File: config.mk
export PLATFORM = sky130hd
export DESIGN_NAME = rnd_arbiter
export DESIGN_NICKNAME = d
export VERILOG_FILES = /design/src/rtl/rnd_pkg.sv /design/src/rtl/rnd_lfsr_step.sv /design/src/rtl/rnd_arbiter.sv
export SDC_FILE = /design/constraint.sdc
export NUM_CORES = 1
export LEC_CHECK = 0
export BUFFER_PORTS_ARGS = -buffer_cell sky130_fd_sc_hd__buf_2
export CORE_MARGIN = 2
export CORE_UTILIZATION = 60
export DETAILED_ROUTE_END_ITERATION = 10
export PLACE_DENSITY = 0.81
export REMOVE_ABC_BUFFERS = 1
export SYNTH_ARGS = -nofsm -noshare
export SYNTH_HDL_FRONTEND = slang
export SYNTH_SLANG_ARGS = --single-unit
File: constraint.sdc
create_clock -name clk -period 2.3 [get_ports clk]
set_input_delay 0.46 -clock clk [delete_from_list [all_inputs] [get_ports clk]]
set_output_delay 0.46 -clock clk [all_outputs]
set_load 0.02 [all_outputs]
File: src/rtl/rnd_pkg.sv
// rnd_pkg: FSM state encoding, LFSR tap positions and default seed shared by the rnd_arbiter slice.
package rnd_pkg;
    typedef enum logic [1:0] {IDLE, GEN, DELIVER} rnd_state_t;
    localparam int RND_TAP_A = 32;
    localparam int RND_TAP_B = 22;
    localparam int RND_TAP_C = 2;
    localparam int RND_TAP_D = 1;
    localparam logic [31:0] RND_INIT_VAL = 32'hF1928374;
endpackage

File: src/rtl/rnd_lfsr_step.sv
// rnd_lfsr_step: Fibonacci LFSR (taps 32,22,2,1) with shift enable and a load that never accepts zero.
module rnd_lfsr_step
    import rnd_pkg::*;
#(
    parameter int LEN = 32,
    parameter int W = 8,
    parameter logic [LEN-1:0] INIT_VAL = LEN'(RND_INIT_VAL)
) (
    input  logic           clk,
    input  logic           reset,
    input  logic           shift_en,
    input  logic           load,
    input  logic [LEN-1:0] load_val,
    output logic [W-1:0]   next_word
);
    logic [LEN-1:0] q;
    logic [LEN-1:0] q_next;
    assign q_next = {q[LEN-2:0], q[RND_TAP_A-1] ^ q[RND_TAP_B-1] ^ q[RND_TAP_C-1] ^ q[RND_TAP_D-1]};
    assign next_word = q_next[W-1:0];
    always_ff @(posedge clk) begin
        if (reset) q <= INIT_VAL;
        else if (load) q <= (load_val == '0) ? INIT_VAL : load_val;
        else if (shift_en) q <= q_next;
    end
endmodule

File: src/rtl/rnd_arbiter.sv
// rnd_arbiter: round-robin share of one LFSR; each grant shifts WIDTH fresh bits and returns a tagged pulse.
// Define RND_RESEED_EN to add the seed_load/seed_val reseed ports.
module rnd_arbiter
    import rnd_pkg::*;
#(
    parameter int NREQ = 4,
    parameter int WIDTH = 8,
    parameter int LFSR_LEN = 32,
    parameter logic [LFSR_LEN-1:0] INIT_VAL = LFSR_LEN'(RND_INIT_VAL)
) (
    input  logic                    clk,
    input  logic                    reset,
`ifdef RND_RESEED_EN
    input  logic                    seed_load,
    input  logic [LFSR_LEN-1:0]     seed_val,
`endif
    input  logic [NREQ-1:0]         req,
    output logic [NREQ-1:0]         grant,
    output logic                    rnd_valid,
    output logic [WIDTH-1:0]        rnd_data,
    output logic [$clog2(NREQ)-1:0] rnd_id,
    output logic                    busy
);
    localparam int IDW = $clog2(NREQ);
    localparam int CW = $clog2(WIDTH) + 1;

    rnd_state_t state, state_n;
    logic [CW-1:0] cnt, cnt_n;
    logic [IDW-1:0] last, pick;
    logic found, shift, take, reseed;
    logic [LFSR_LEN-1:0] load_val;
    logic [WIDTH-1:0] next_word;

`ifdef RND_RESEED_EN
    assign reseed = seed_load;
    assign load_val = seed_val;
`else
    assign reseed = 1'b0;
    assign load_val = '0;
`endif

    rnd_lfsr_step #(.LEN(LFSR_LEN), .W(WIDTH), .INIT_VAL(INIT_VAL)) u_lfsr (
        .clk(clk),
        .reset(reset),
        .shift_en(shift),
        .load(reseed),
        .load_val(load_val),
        .next_word(next_word)
    );

    // first requester after the last one granted, wrapping around
    always_comb begin
        found = 1'b0;
        pick = '0;
        for (int i = 1; i <= NREQ; i++) begin
            if (!found && req[IDW'((int'(last) + i) % NREQ)]) begin
                found = 1'b1;
                pick = IDW'((int'(last) + i) % NREQ);
            end
        end
    end

    always_comb begin
        state_n = state;
        cnt_n = cnt;
        shift = 1'b0;
        take = 1'b0;
        case (state)
            IDLE: begin
                if (found) begin
                    state_n = GEN;
                    take = 1'b1;
                    cnt_n = '0;
                end
            end
            GEN: begin
                shift = 1'b1;
                cnt_n = cnt + CW'(1);
                if (!req[rnd_id]) state_n = IDLE;
                else if (cnt == CW'(WIDTH - 1)) state_n = DELIVER;
            end
            DELIVER: state_n = IDLE;
            default: state_n = IDLE;
        endcase
        // a reseed wins over shifting and over starting or finishing a transaction
        if (reseed) begin
            state_n = IDLE;
            shift = 1'b0;
            take = 1'b0;
        end
    end

    always_ff @(posedge clk) begin
        if (reset) begin
            state <= IDLE;
            cnt <= '0;
            last <= IDW'(NREQ - 1);
            grant <= '0;
            rnd_valid <= 1'b0;
            rnd_data <= '0;
            rnd_id <= '0;
            busy <= 1'b0;
        end else begin
            state <= state_n;
            cnt <= cnt_n;
            busy <= state_n != IDLE;
            rnd_valid <= state_n == DELIVER;
            if (take) begin
                grant <= NREQ'(1) << pick;
                rnd_id <= pick;
                last <= pick;
            end else if (state_n == IDLE) begin
                grant <= '0;
            end
            if (state == GEN && state_n == DELIVER) rnd_data <= next_word;
        end
    end
endmodule

* After elaboration in Yosys (flattened, before gate mapping)
Index checks and enable logic that the tools add are counted.
** Storage, ports and cells
- Output and inout bits :: 16
- Bits in latches :: 0
- Memory bits (writable) :: 0
- Bits in registers :: 56
- Word-level logic and storage cells :: 73
- Bits in read-only memories :: 0
- Memories :: 0
** Cells by class
- Reduce and logical (&&, ||, !) cells :: 13
- $lt $le $gt $ge :: 5
- $add $sub $neg :: 5
- Mux-type cells :: 33
- Eq/ne operators :: 4
- Shift operators :: 1
- Bitwise operators :: 3
- Multiply operators :: 0
- Div/mod/pow operators :: 0
** Operators by type and width (number)
- $lt A2 B4 Y1 const B :: 4
- $mux W1 :: 16
- $mux W2 :: 7
- $mux W4 :: 3
- $bmux W1 S2 :: 5
- $pmux W4 S2 :: 1
- $reduce_bool A2 Y1 :: 3
- $add A2 B1 Y2 const B :: 2
- $add A2 B2 Y2 const B :: 2
- $add A4 B1 Y4 const B :: 1
- $eq A4 B3 Y1 const B :: 1
- $logic_and A1 B1 Y1 :: 4
- $logic_not A2 Y1 :: 2
- $pmux W2 S2 :: 1
- $shl A1 B2 Y4 const A :: 1
- $logic_not A1 Y1 :: 3
- $lt A2 B3 Y1 const B :: 1
- $xor A1 B1 Y1 :: 3
- $eq A2 B1 Y1 const B :: 1
- $eq A2 B2 Y1 const B :: 1
- $ne A2 B2 Y1 const B :: 1
- $reduce_and A2 Y1 :: 1

* Logic depth before layout (Yosys ltp)
Gate-level depths: netlist (run 1).
- Depth in word-level cells :: 19
- Depth in mapped cells :: 5
- Depth with buffers taken out :: 5

* Hierarchy
From an unflattened synthesis (run 1), not the netlist that was laid out.
** Second synthesis, totals
- Cells, all modules :: 318
- Area total of the unflattened synthesis :: 2841.5 µm²
** By module, submodules not included
- rnd_lfsr_step :: area each 1717.9 µm², cells an instance 203, sequential area each 640.6 µm², instances 1
- rnd_arbiter :: area each 1123.6 µm², cells an instance 115, sequential area each 480.5 µm², instances 1

* Worst setup path before layout (run 1)
Ideal clock, no wire load.
- Path type :: flip-flop to flip-flop
- From :: register rnd_id[1]
- To :: register rnd_data[1]
- Data arrival time :: 1.292 ns
- Clock period less this slack :: 1.424 ns
- Setup slack :: 0.876 ns
- Stages on the path, launching flop included :: 6
- Setup time :: 0.132 ns
- Cell sequence :: dfxtp_1 -> or3b_1 -> o22a_1 -> buf_6 -> o21ai_1 -> a21oi_1
** On the way
- Word-level cells in the longest chain between the ends :: 6
** Ends and longest elaborated chain
- start: declaration :: RTL line rnd_arbiter.sv:21 : output logic [$clog2(NREQ)-1:0] rnd_id,
- start signal: assignment :: RTL line rnd_arbiter.sv:110 : rnd_id <= pick;
- $bmux W1 S2 :: RTL line rnd_arbiter.sv:79 : if (!req[rnd_id]) state_n = IDLE;
- $mux W1 (not written as such) :: RTL line rnd_arbiter.sv:79
- $mux W2 :: RTL line rnd_arbiter.sv:79
- $pmux W2 S2 :: RTL line rnd_arbiter.sv:68 : case (state)
- $eq A2 B2 Y1 :: RTL line rnd_arbiter.sv:115 : if (state == GEN && state_n == DELIVER) rnd_data <= next_word;
- $logic_and A1 B1 Y1 :: RTL line rnd_arbiter.sv:115
- end signal: assignment :: RTL line rnd_arbiter.sv:115
- end: declaration :: RTL line rnd_arbiter.sv:20 : output logic [WIDTH-1:0] rnd_data,
No other way between the ends. The select of a mux whose other input is x is not followed.
A chain may end at the register's enable or synchronous reset.

* Worst setup path after layout (run 1)
- From :: register cnt[0]
- To :: register rnd_data[0]
** On the way
- Word-level cells in the longest chain between the ends :: 6
** Ends and longest elaborated chain
- start: declaration :: RTL line rnd_arbiter.sv:28 : logic [CW-1:0] cnt, cnt_n;
- start signal: assignment :: RTL line rnd_arbiter.sv:105 : cnt <= cnt_n;
- $eq A4 B3 Y1 :: RTL line rnd_arbiter.sv:80 : else if (cnt == CW'(WIDTH - 1)) state_n = DELIVER;
- $mux W2 :: RTL line rnd_arbiter.sv:80
- $mux W2 :: RTL line rnd_arbiter.sv:79
- $pmux W2 S2 :: RTL line rnd_arbiter.sv:68
- $eq A2 B2 Y1 :: RTL line rnd_arbiter.sv:115
- $logic_and A1 B1 Y1 :: RTL line rnd_arbiter.sv:115
No other way between the ends.

==> results.py, run 1 <==
metrics = {
    "final_layout": {
        "nets": 282,
        "inserted_diodes": 0,
        "share_of_cells_above_drive_strength_1": 0.128,
        "final_cell_mix": "sky130_fd_sc_hd__nand2_1, sky130_fd_sc_hd__dfxtp_1, sky130_fd_sc_hd__a21oi_1, sky130_fd_sc_hd__nand3_1, sky130_fd_sc_hd__buf_2",
        "synthToLayoutAreaGrowth_pct": 7.26,
        "layout_commonest_cell": "sky130_fd_sc_hd__nand2_1",
    },
    "job": {
        "maxCapViolations": 0,
    },
    "synth": {
        "synth_top_area_share": 0.520,
        "sequential_fraction_of_the_synthesis_area": 0.520,
        "asyncSetResetFlopFracSynth": 0,
        "syn_inst": 259,
        "synth_edf_count": 0,
        "synth.avg_cell_area_um2": 8.32,
        "synth_ff_type": "sky130_fd_sc_hd__dfxtp_1",
        "postSynthRegisterBits": 56,
        "yosys.cell_types.count": 37,
        "synthesis.yosys.warnings": 0,
        "synth.area.top_cells": "sky130_fd_sc_hd__dfxtp_1, sky130_fd_sc_hd__nand2_1, sky130_fd_sc_hd__a21oi_1",
        "synth.cell_area_um2": 2150,
        "synth_area_leader_cell": "sky130_fd_sc_hd__dfxtp_1",
    },
    "global_route": {
        "groute.usage.overall": 0.217,
        "maximum_number_of_pins_on_one_net_before_global_route_repair": 28,
        "antenna_found_initial": 0,
        "overflow": 0,
        "first_global_vias": 1576,
        "first_pass_grt_wire_length_um": 7070,
    },
    "placed_design": {
        "place_worst_setup_slack_ns": 0.600,
        "dp_hpwl_um": 2690,
        "portBuffers": 21,
        "routabilityCongestion": 0.782,
    },
    "detailed_routing": {
        "drt_pass1_iterations": 4,
        "routed_wirelength_um": 4100,
        "residual_drc": 0,
        "count_of_routing_violations_after_the_opening_detailed_route_iteration": 184,
        "post_drt_via_cell_ratio": 5.60,
        "wire_per_inst_um": 12.9,
        "vias": 1785,
        "final_antenna_net_count": 0,
    },
    "sta": {
        "slew_violations": 0,
        "tns_ns": 0,
        "max-slew-margin-rel": 0.516,
        "period_needed_ns": 1.69,
        "hold_viol_final": 0,
        "fin_crit_sh": 0.736,
        "rsz_0062_raised_after_global_routing": "false",
        "f_max_mhz": 591,
        "transition_time_at_the_pin_with_the_least_slew_margin_ns": 0.719,
        "setup_viol": 0,
        "setup_ws_ns": 0.608,
        "clock_skew_ns": 0.00763,
    },
    "floorplan": {
        "die_h_um": 63.9,
        "die_area_um2": 4090,
        "fp-row-count": 21,
        "fp.dieW_um": 63.9,
        "placeableCoreArea_um2": 3390,
        "floorplan.initialDensity": 0.636,
        "io_pins": 22,
    },
    "critical_path": {
        "setup.worst_path.class": "flop to flop",
        "timing.critical_path.from": "cnt[0]$_SDFFE_PP0P_",
        "cp_top_family": "flip-flops",
        "rr_startpoint": "cnt[0]$_SDFFE_PP0P_",
        "r2r_setup_slack_ns": 0.61,
        "cp_cell_sequence": "ha_1 -> nand3b_1 -> clkinv_1 -> a311oi_1",
        "path_buf_inv": 1,
        "critical_path.max_fanout": 11,
        "critical_path_arrival_ns": 1.98,
        "longest_individual_stage_delay_on_the_worst_path_ns": 0.36,
        "worst_r2r_endpoint": "rnd_data[0]$_SDFFE_PP0P_",
        "crit_slowest_cell": "sky130_fd_sc_hd__dfxtp_1",
        "timing.critical_path.to_type": "flop",
        "worst_ep_required_time_ns": 2.58,
        "worst_r2r_path_depth": 4,
        "setup.worst_path.start_class": "flop",
    },
    "cts": {
        "cts_hold_buf": 0,
        "cts-buffers-inserted": 5,
        "clkSinkCount": 56,
        "post_cts_resize_count": 0,
        "clkSlewWorstSetupHoldPaths_ns": 0.14,
        "cts_post_setup_buffers_inserted": 0,
        "worst_skew_pair.late_latency_ns": 0.36,
        "htree_num_levels": 2,
        "cts_tree": "built",
        "clock_tree.root_cell": "sky130_fd_sc_hd__clkbuf_4",
        "cts_buffer_depth": 2,
    },
    "power_and_ir_drop": {
        "power_leakage_nw": 0.942,
        "power_density_cells_nw_per_um2": 753,
        "power.ir.vdd_worst_mv": 0.498,
    },
    "min_path": {
        "hold_path_depth": 2,
        "worstHoldEndpoint": "u_lfsr.q[19]$_SDFFE_PP0P_",
        "worst_min_delay_path_category": "flop to flop",
        "timing.hold.worst.start": "u_lfsr.q[18]$_SDFFE_PP0P_",
    },
    "run_status": {
        "run_status": "finished, final reports clean",
    },
}
synthesized netlist by cell type, types with 2 or more instances:
library cell	n
sky130_fd_sc_hd__o21ai_1	7
sky130_fd_sc_hd__nor2b_1	3
sky130_fd_sc_hd__buf_2	4
sky130_fd_sc_hd__clkinv_1	2
sky130_fd_sc_hd__a21oi_1	33
sky130_fd_sc_hd__nand3_1	27
sky130_fd_sc_hd__dfxtp_1	56
sky130_fd_sc_hd__a211oi_1	2
sky130_fd_sc_hd__nand2_1	68
sky130_fd_sc_hd__nand3b_1	2
sky130_fd_sc_hd__xnor2_1	3
sky130_fd_sc_hd__nor3_1	5
sky130_fd_sc_hd__o21ai_0	2
sky130_fd_sc_hd__a22o_1	2
sky130_fd_sc_hd__buf_6	2
sky130_fd_sc_hd__mux2i_1	3
sky130_fd_sc_hd__nor2_1	7
sky130_fd_sc_hd__a31oi_1	2
sky130_fd_sc_hd__buf_1	2
sky130_fd_sc_hd__clkbuf_1	9
sky130_fd_sc_hd__o31ai_1	2
cell families (layout without fill, tap and decap cells):
family | count (synthesis) | in the layout | synth area share
AOI/OAI and AO/OA | 59 | 59 | 0.166
and+or+nand+nor | 116 | 116 | 0.234
adders and majority gates | 1 | 1 | 0.00581
buffers and inverters | 20 | 34 | 0.0441
muxes | 3 | 3 | 0.0139
DFF | 56 | 56 | 0.520
xor gates and xnor gates | 4 | 4 | 0.0163
state kept, by name (all words and copies together) (netlist names):
name,count
rnd_valid,1
rnd_data,8
state,2
rnd_id,2
last,2
grant,4
cnt,4
u_lfsr.q,32
busy,1
metrics by stage:
| step | total power [mW] | cells | hold slack [ns] | util | cell area [µm²] |
|---|---|---|---|---|---|
| 2_1_floorplan | 1.30 | 242 | 0.426 | - | 2070 |
| 3_3_place_gp | 1.38 | 314 | 0.438 | 0.671 | 2270 |
| 3_5_place_dp | 1.39 | 314 | 0.443 | 0.671 | 2270 |
| 4_1_cts | 1.75 | 319 | 0.460 | 0.682 | 2310 |
| 5_1_grt | 1.84 | 319 | 0.466 | 0.682 | 2310 |
| 6_report | 1.74 | 319 | 0.459 | 0.682 | 2310 |
final cells by class:
type                            count  area (µm²)
Tap cell                           46        57.6
Clock buffer                        5        37.5
Inverter                            3        11.3
Multi-Input combinational cell    183         941
Fill cell                         279        1080
Timing Repair Buffer               26         143
Sequential cell                    56        1120
where the power goes:
part           leakage, nW  switching (mW)  total [mW]  internal [mW]
clock network       0.0230           0.269       0.372          0.103
registers            0.460          0.0496        1.09           1.04
logic                0.459           0.176       0.280          0.104
total                0.942           0.494        1.74           1.25
worst register-to-register path, stage by stage, from the launching register on:
cell and delay (ns):
sky130_fd_sc_hd__dfxtp_1 0.36, sky130_fd_sc_hd__ha_1 0.24, sky130_fd_sc_hd__nand3b_1 0.35, sky130_fd_sc_hd__clkinv_1 0.34
sky130_fd_sc_hd__a311oi_1 0.33
how the worst max path moves through the flow:
stage / endpoint / slack (ns) / depth (start not counted)
global placement: grant[1]$_SDFFE_PP0P_ / 0.65 / 5
global route: rnd_data[0]$_SDFFE_PP0P_ / 0.48 / 4
finish: rnd_data[0]$_SDFFE_PP0P_ / 0.61 / 4
floorplan: cnt[3]$_SDFFE_PP0P_ / 0.10 / 4
CTS: rnd_data[0]$_SDFFE_PP0P_ / 0.60 / 4
detailed placement: grant[1]$_SDFFE_PP0P_ / 0.60 / 5
routing by layer:
layer	track usage	up-vias	part of all wire
li1	-	913	-
met1	0.281	819	0.47
met2	0.342	46	0.46
met3	0.0599	7	0.050
met4	0.0842	0	0.013
met5	0	-	0
Note: power is estimated with default switching activity, not from simulation.
==> inputs of run 2 (changes only) <==
--- a/config.mk
+++ b/config.mk
@@ -7,9 +7,9 @@
 export LEC_CHECK = 0
 export BUFFER_PORTS_ARGS = -buffer_cell sky130_fd_sc_hd__buf_2
 export CORE_MARGIN = 2
-export CORE_UTILIZATION = 60
+export CORE_UTILIZATION = 57
 export DETAILED_ROUTE_END_ITERATION = 10
-export PLACE_DENSITY = 0.81
+export PLACE_DENSITY = 0.77
 export REMOVE_ABC_BUFFERS = 1
 export SYNTH_ARGS = -nofsm -noshare
 export SYNTH_HDL_FRONTEND = slang
==> constraint.sdc (replaced) <==
create_clock -name clk -period 1.75 [get_ports clk]
set_input_delay 0.35 -clock clk [delete_from_list [all_inputs] [get_ports clk]]
set_output_delay 0.35 -clock clk [all_outputs]
set_load 0.02 [all_outputs]
==> run 2 against run 1 <==
  * Clock-buffer cell count is the same
  * Clock power rose by 130%
  * Wire length grew 1.5%
  * Maximum frequency up 6.0%
  * Clock skew is essentially flat
  * Hold slack got worse by 0.098 ns
  * First-iteration DRC count is 45% lower
  * Sequential cell count stayed put
  * Non-clock buffer count is 4 higher
  * Cell count increased by 2.8%
  * Largest cell class unchanged
==> results.py, run 2 (same netlist as run 1, synthesis figures left out) <==
metrics = {
    "power_and_ir_drop": {
        "total_power_mw": 2.65,
        "power_density_cells_nw_per_um2": 1090,
        "power_leakage_nw": 0.996,
        "power.ir.vdd_worst_mv": 0.705,
    },
    "critical_path": {
        "cp_cell_sequence": "or3b_1 -> o22ai_2 -> a21oi_1 -> a311oi_1",
        "crit_slowest_cell": "sky130_fd_sc_hd__dfxtp_1",
        "setup.worst_path.start_class": "flop",
        "critical_path.max_fanout": 10,
        "timing.critical_path.to_type": "flop",
        "longest_individual_stage_delay_on_the_worst_path_ns": 0.41,
        "cp_top_family": "compound AO/OA/AOI/OAI gates",
        "setup.worst_path.class": "flop to flop",
        "path_buf_inv": 0,
        "worst_ep_required_time_ns": 1.97,
        "critical_path_arrival_ns": 1.82,
    },
    "cts": {
        "clock_tree.root_cell": "sky130_fd_sc_hd__clkbuf_8",
        "cts_buffer_depth": 2,
        "htree_num_levels": 2,
        "cts_post_setup_buffers_inserted": 0,
        "post_cts_resize_count": 0,
        "cts_hold_buf": 0,
        "cts-buffers-inserted": 5,
        "cts_tree": "built",
        "worst_skew_pair.late_latency_ns": 0.30,
        "clkSinkCount": 56,
        "clkSlewWorstSetupHoldPaths_ns": 0.10,
    },
    "sta": {
        "slew_violations": 0,
        "period_needed_ns": 1.60,
        "f_max_mhz": 626,
        "transition_time_at_the_pin_with_the_least_slew_margin_ns": 0.684,
        "tns_ns": 0,
        "setup_viol": 0,
        "hold_viol_final": 0,
        "max-slew-margin-rel": 0.540,
        "clock_skew_ns": 0.00806,
        "fin_crit_sh": 0.913,
        "rsz_0062_raised_after_global_routing": "false",
        "fin_hold_ws_ns": 0.361,
    },
    "placed_design": {
        "portBuffers": 21,
        "routabilityCongestion": 0.767,
        "dp_hpwl_um": 2880,
    },
    "detailed_routing": {
        "residual_drc": 0,
        "count_of_routing_violations_after_the_opening_detailed_route_iteration": 101,
        "wire_per_inst_um": 12.7,
        "vias": 1790,
        "drt_pass1_iterations": 4,
        "routed_wirelength_um": 4160,
        "post_drt_via_cell_ratio": 5.46,
        "final_antenna_net_count": 0,
    },
    "final_layout": {
        "largest_register_ff_count": 32,
        "final_cell_mix": "sky130_fd_sc_hd__nand2_1, sky130_fd_sc_hd__dfxtp_1, sky130_fd_sc_hd__a21oi_1, sky130_fd_sc_hd__nand3_1, sky130_fd_sc_hd__buf_2",
        "share_of_cells_above_drive_strength_1": 0.150,
        "synthToLayoutAreaGrowth_pct": 12.4,
        "max_flop_register": "u_lfsr.q",
        "inserted_diodes": 0,
        "reg_top3": "u_lfsr.q x32, rnd_data x8",
        "nets": 286,
        "layout_commonest_cell": "sky130_fd_sc_hd__nand2_1",
    },
    "global_route": {
        "groute.usage.overall": 0.211,
        "maximum_number_of_pins_on_one_net_before_global_route_repair": 25,
        "overflow": 0,
        "first_pass_grt_wire_length_um": 6980,
        "first_global_vias": 1588,
        "antenna_found_initial": 0,
    },
    "min_path": {
        "worst_min_delay_path_category": "input pin to flop",
    },
    "floorplan": {
        "io_pins": 22,
        "floorplan.initialDensity": 0.589,
        "die_h_um": 65.5,
        "fp.dieW_um": 65.5,
        "fp-row-count": 22,
        "die_area_um2": 4290,
        "placeableCoreArea_um2": 3660,
    },
    "run_status": {
        "run_status": "finished, final reports clean",
    },
    "job": {
        "maxCapViolations": 0,
    },
}
## run 2: through the flow
stage | setup slack, ns | std cells | instance area (µm²) | util
final | 0.153 | 328 | 2420 | 0.662
after floorplan | -0.449 | 242 | 2070 | -
after global placement | 0.223 | 320 | 2310 | 0.630
after detailed placement | 0.167 | 320 | 2310 | 0.630
after CTS | 0.152 | 328 | 2420 | 0.662
after global routing | 0.0164 | 328 | 2420 | 0.662
## run 2: power breakdown
group	internal, mW	switching, mW	leakage, nW	total, mW
logic	0.144	0.230	0.478	0.374
clock network	0.431	0.411	0.0583	0.842
registers	1.37	0.0673	0.460	1.43
## run 2: layout make-up
cell class	instances	area [µm²]
multi-input combinational	183	941
sequential	56	1120
fill	316	1240
clock inverter	3	47.5
tap	48	60.1
inverter	3	11.3
timing repair buffer	30	173
clock buffer	5	68.8
## run 2: path summary, 6_finish.rpt
path | depth (start not counted) | from | slack, ns | to
worst max-delay path | 4 | state[0]$_SDFF_PP0_ | 0.15 | rnd_data[0]$_SDFFE_PP0P_
worst min-delay path | 2 | reset | 0.36 | u_lfsr.q[11]$_SDFFE_PP0P_
worst min register to register | 2 | u_lfsr.q[18]$_SDFFE_PP0P_ | 0.46 | u_lfsr.q[19]$_SDFFE_PP0P_
worst max register to register | 4 | state[0]$_SDFF_PP0_ | 0.15 | rnd_data[0]$_SDFFE_PP0P_
## run 2: layer usage
metal  wire [µm]  track usage
met3         138       0.0479
met1        2010        0.267
met4          49       0.0755
met2        1970        0.352
met5           0            0
## run 2: worst register-to-register path: cells and delay by family (launching register included)
family,cells,cell delay [ns]
AOI/OAI and AO/OA,3,0.71
DFF,1,0.41
and+or+nand+nor,1,0.40
==> inputs of run 3 (changes only) <==
--- a/config.mk
+++ b/config.mk
@@ -11,6 +11,7 @@
 export DETAILED_ROUTE_END_ITERATION = 10
 export PLACE_DENSITY = 0.77
 export REMOVE_ABC_BUFFERS = 1
+export SETUP_SLACK_MARGIN = 0.3
 export SYNTH_ARGS = -nofsm -noshare
 export SYNTH_HDL_FRONTEND = slang
 export SYNTH_SLANG_ARGS = --single-unit
==> constraint.sdc (replaced) <==
create_clock -name clk -period 1.8 [get_ports clk]
set_input_delay 0.36 -clock clk [delete_from_list [all_inputs] [get_ports clk]]
set_output_delay 0.36 -clock clk [all_outputs]
set_load 0.02 [all_outputs]
==> run 3 against run 2 <==
  * Cell count unchanged
  * Die area did not move
  * Critical endpoint is now grant[0]$_SDFFE_PP0P_
  * Sequential power shrank 3%
  * First-iteration DRC count rose by 2.0%
  * Largest power group unchanged
  * Core utilization fell by 0.68 points
  * Clock power shrank 26%
  * Wire length down 5.9%
  * Global-route usage decreased by 1.1 points
  * Sequential cell count unchanged
  * Combinational power down 1%
  * Via count shrank 0.95%
  * Hold slack better by 0.017 ns
==> results.py, run 3 (same netlist as run 1, synthesis figures left out) <==
metrics = {
    "run_status": {
        "run_status": "finished, final reports clean",
    },
    "cts": {
        "cts_tree": "built",
        "clock_tree.root_cell": "sky130_fd_sc_hd__clkbuf_8",
        "cts_hold_buf": 0,
        "cts-buffers-inserted": 5,
        "worst_skew_pair.late_latency_ns": 0.29,
        "clkSlewWorstSetupHoldPaths_ns": 0.09,
        "cts_buffer_depth": 2,
        "clkSinkCount": 56,
        "htree_num_levels": 2,
    },
    "sta": {
        "clock_skew_ns": 0.00681,
        "max-slew-margin-rel": 0.721,
        "rsz_0062_raised_after_global_routing": "true",
        "f_max_mhz": 697,
        "hold_viol_final": 0,
        "fin_crit_sh": 0.797,
        "slew_violations": 0,
        "transition_time_at_the_pin_with_the_least_slew_margin_ns": 0.417,
        "period_needed_ns": 1.43,
        "setup_viol": 0,
    },
    "detailed_routing": {
        "vias": 1773,
        "count_of_routing_violations_after_the_opening_detailed_route_iteration": 103,
        "wire_per_inst_um": 11.9,
        "post_drt_via_cell_ratio": 5.41,
        "final_antenna_net_count": 0,
        "residual_drc": 0,
        "routed_wirelength_um": 3920,
        "drt_pass1_iterations": 5,
    },
    "floorplan": {
        "io_pins": 22,
        "floorplan.initialDensity": 0.589,
        "die_area_um2": 4290,
        "placeableCoreArea_um2": 3660,
        "fp-row-count": 22,
        "die_h_um": 65.5,
        "fp.dieW_um": 65.5,
    },
    "final_layout": {
        "reg_top3": "u_lfsr.q x32, rnd_data x8",
        "layout_commonest_cell": "sky130_fd_sc_hd__nand2_1",
        "fill_cell_count": 319,
        "max_flop_register": "u_lfsr.q",
        "synthToLayoutAreaGrowth_pct": 11.3,
        "nets": 287,
        "share_of_cells_above_drive_strength_1": 0.154,
        "inserted_diodes": 0,
        "final_cell_mix": "sky130_fd_sc_hd__nand2_1, sky130_fd_sc_hd__dfxtp_1, sky130_fd_sc_hd__a21oi_1, sky130_fd_sc_hd__nand3_1, sky130_fd_sc_hd__buf_2",
        "stdcell_count": 328,
        "final_design_area_no_fill_um2": 2400,
        "largest_register_ff_count": 32,
        "multi_input_area_um2": 942,
        "seq_area_um2": 1120,
    },
    "placed_design": {
        "portBuffers": 21,
        "dp_hpwl_um": 2720,
        "place_inst": 320,
        "dpl_cell_area_um2": 2310,
        "routabilityCongestion": 0.824,
    },
    "critical_path": {
        "timing.critical_path.from": "rnd_id[0]$_SDFFE_PP0P_",
        "critical_path_arrival_ns": 1.63,
        "worst_ep_required_time_ns": 1.99,
        "crit_slowest_cell": "sky130_fd_sc_hd__dfxtp_1",
        "critical_path.max_fanout": 10,
        "timing.critical_path.to_type": "flop",
        "setup.worst_path.start_class": "flop",
        "longest_individual_stage_delay_on_the_worst_path_ns": 0.41,
        "cp_top_family": "compound AO/OA/AOI/OAI gates",
        "rr_startpoint": "rnd_id[0]$_SDFFE_PP0P_",
        "cp_cell_sequence": "mux2i_1 -> o22a_2 -> nor2_1 -> a22o_1",
        "setup.worst_path.class": "flop to flop",
        "path_buf_inv": 0,
    },
    "power_and_ir_drop": {
        "power_density_cells_nw_per_um2": 995,
        "total_power_mw": 2.39,
        "power_leakage_nw": 0.985,
        "power.ir.vdd_worst_mv": 0.729,
    },
    "min_path": {
        "worst_min_delay_path_category": "input pin to flop",
        "timing.hold.worst.start": "reset",
    },
    "global_route": {
        "overflow": 0,
        "first_global_vias": 1569,
        "antenna_found_initial": 0,
        "groute.usage.overall": 0.199,
        "first_pass_grt_wire_length_um": 6750,
        "maximum_number_of_pins_on_one_net_before_global_route_repair": 27,
    },
    "job": {
        "maxCapViolations": 0,
    },
}
run 3: per-stage QoR:
step                      hold slack, ns   util  setup TNS (ns)  setup WS, ns
after floorplan                    0.426      -           -4.57        -0.399
after global placement             0.440  0.630               0         0.251
after detailed placement           0.445  0.630               0         0.180
after CTS                          0.373  0.652               0         0.333
after global routing               0.381  0.655               0         0.283
final                              0.378  0.655               0         0.366
run 3: report_power, final:
| part | internal (mW) | switching, mW |
|---|---|---|
| sequential | 1.33 | 0.0620 |
| clock | 0.266 | 0.360 |
| combinational | 0.146 | 0.223 |
| total | 1.74 | 0.645 |
run 3: routing by layer:
layer,up-vias,track usage,part of all wire
li1,925,-,-
met1,811,0.278,0.51
met3,4,0.0360,0.038
met5,-,0,0
met4,0,0.0573,0.0097
met2,33,0.318,0.44
run 3: worst paths after layout:
path	to	slack, ns	cells past startpoint
setup / recovery	grant[0]$_SDFFE_PP0P_	0.37	4
hold / removal	rnd_id[1]$_SDFFE_PP0P_	0.38	2
setup reg to reg	grant[0]$_SDFFE_PP0P_	0.37	4
hold reg to reg	u_lfsr.q[21]$_SDFFE_PP0P_	0.45	2
run 3: timing repair:
item                                    4_1_cts  5_1_grt
buffers inserted                              0        1
resized for setup                             2        2
pin swaps                                     0        1
endpoints found under the setup margin        3        5
run 3: final cells by class:
cell class                      instances  area share
Clock buffer                            6      0.0303
Clock inverter                          1     0.00209
Inverter                                3     0.00470
Multi-Input combinational cell        183       0.393
Sequential cell                        56       0.468
Tap cell                               48      0.0251
Timing Repair Buffer                   31      0.0767
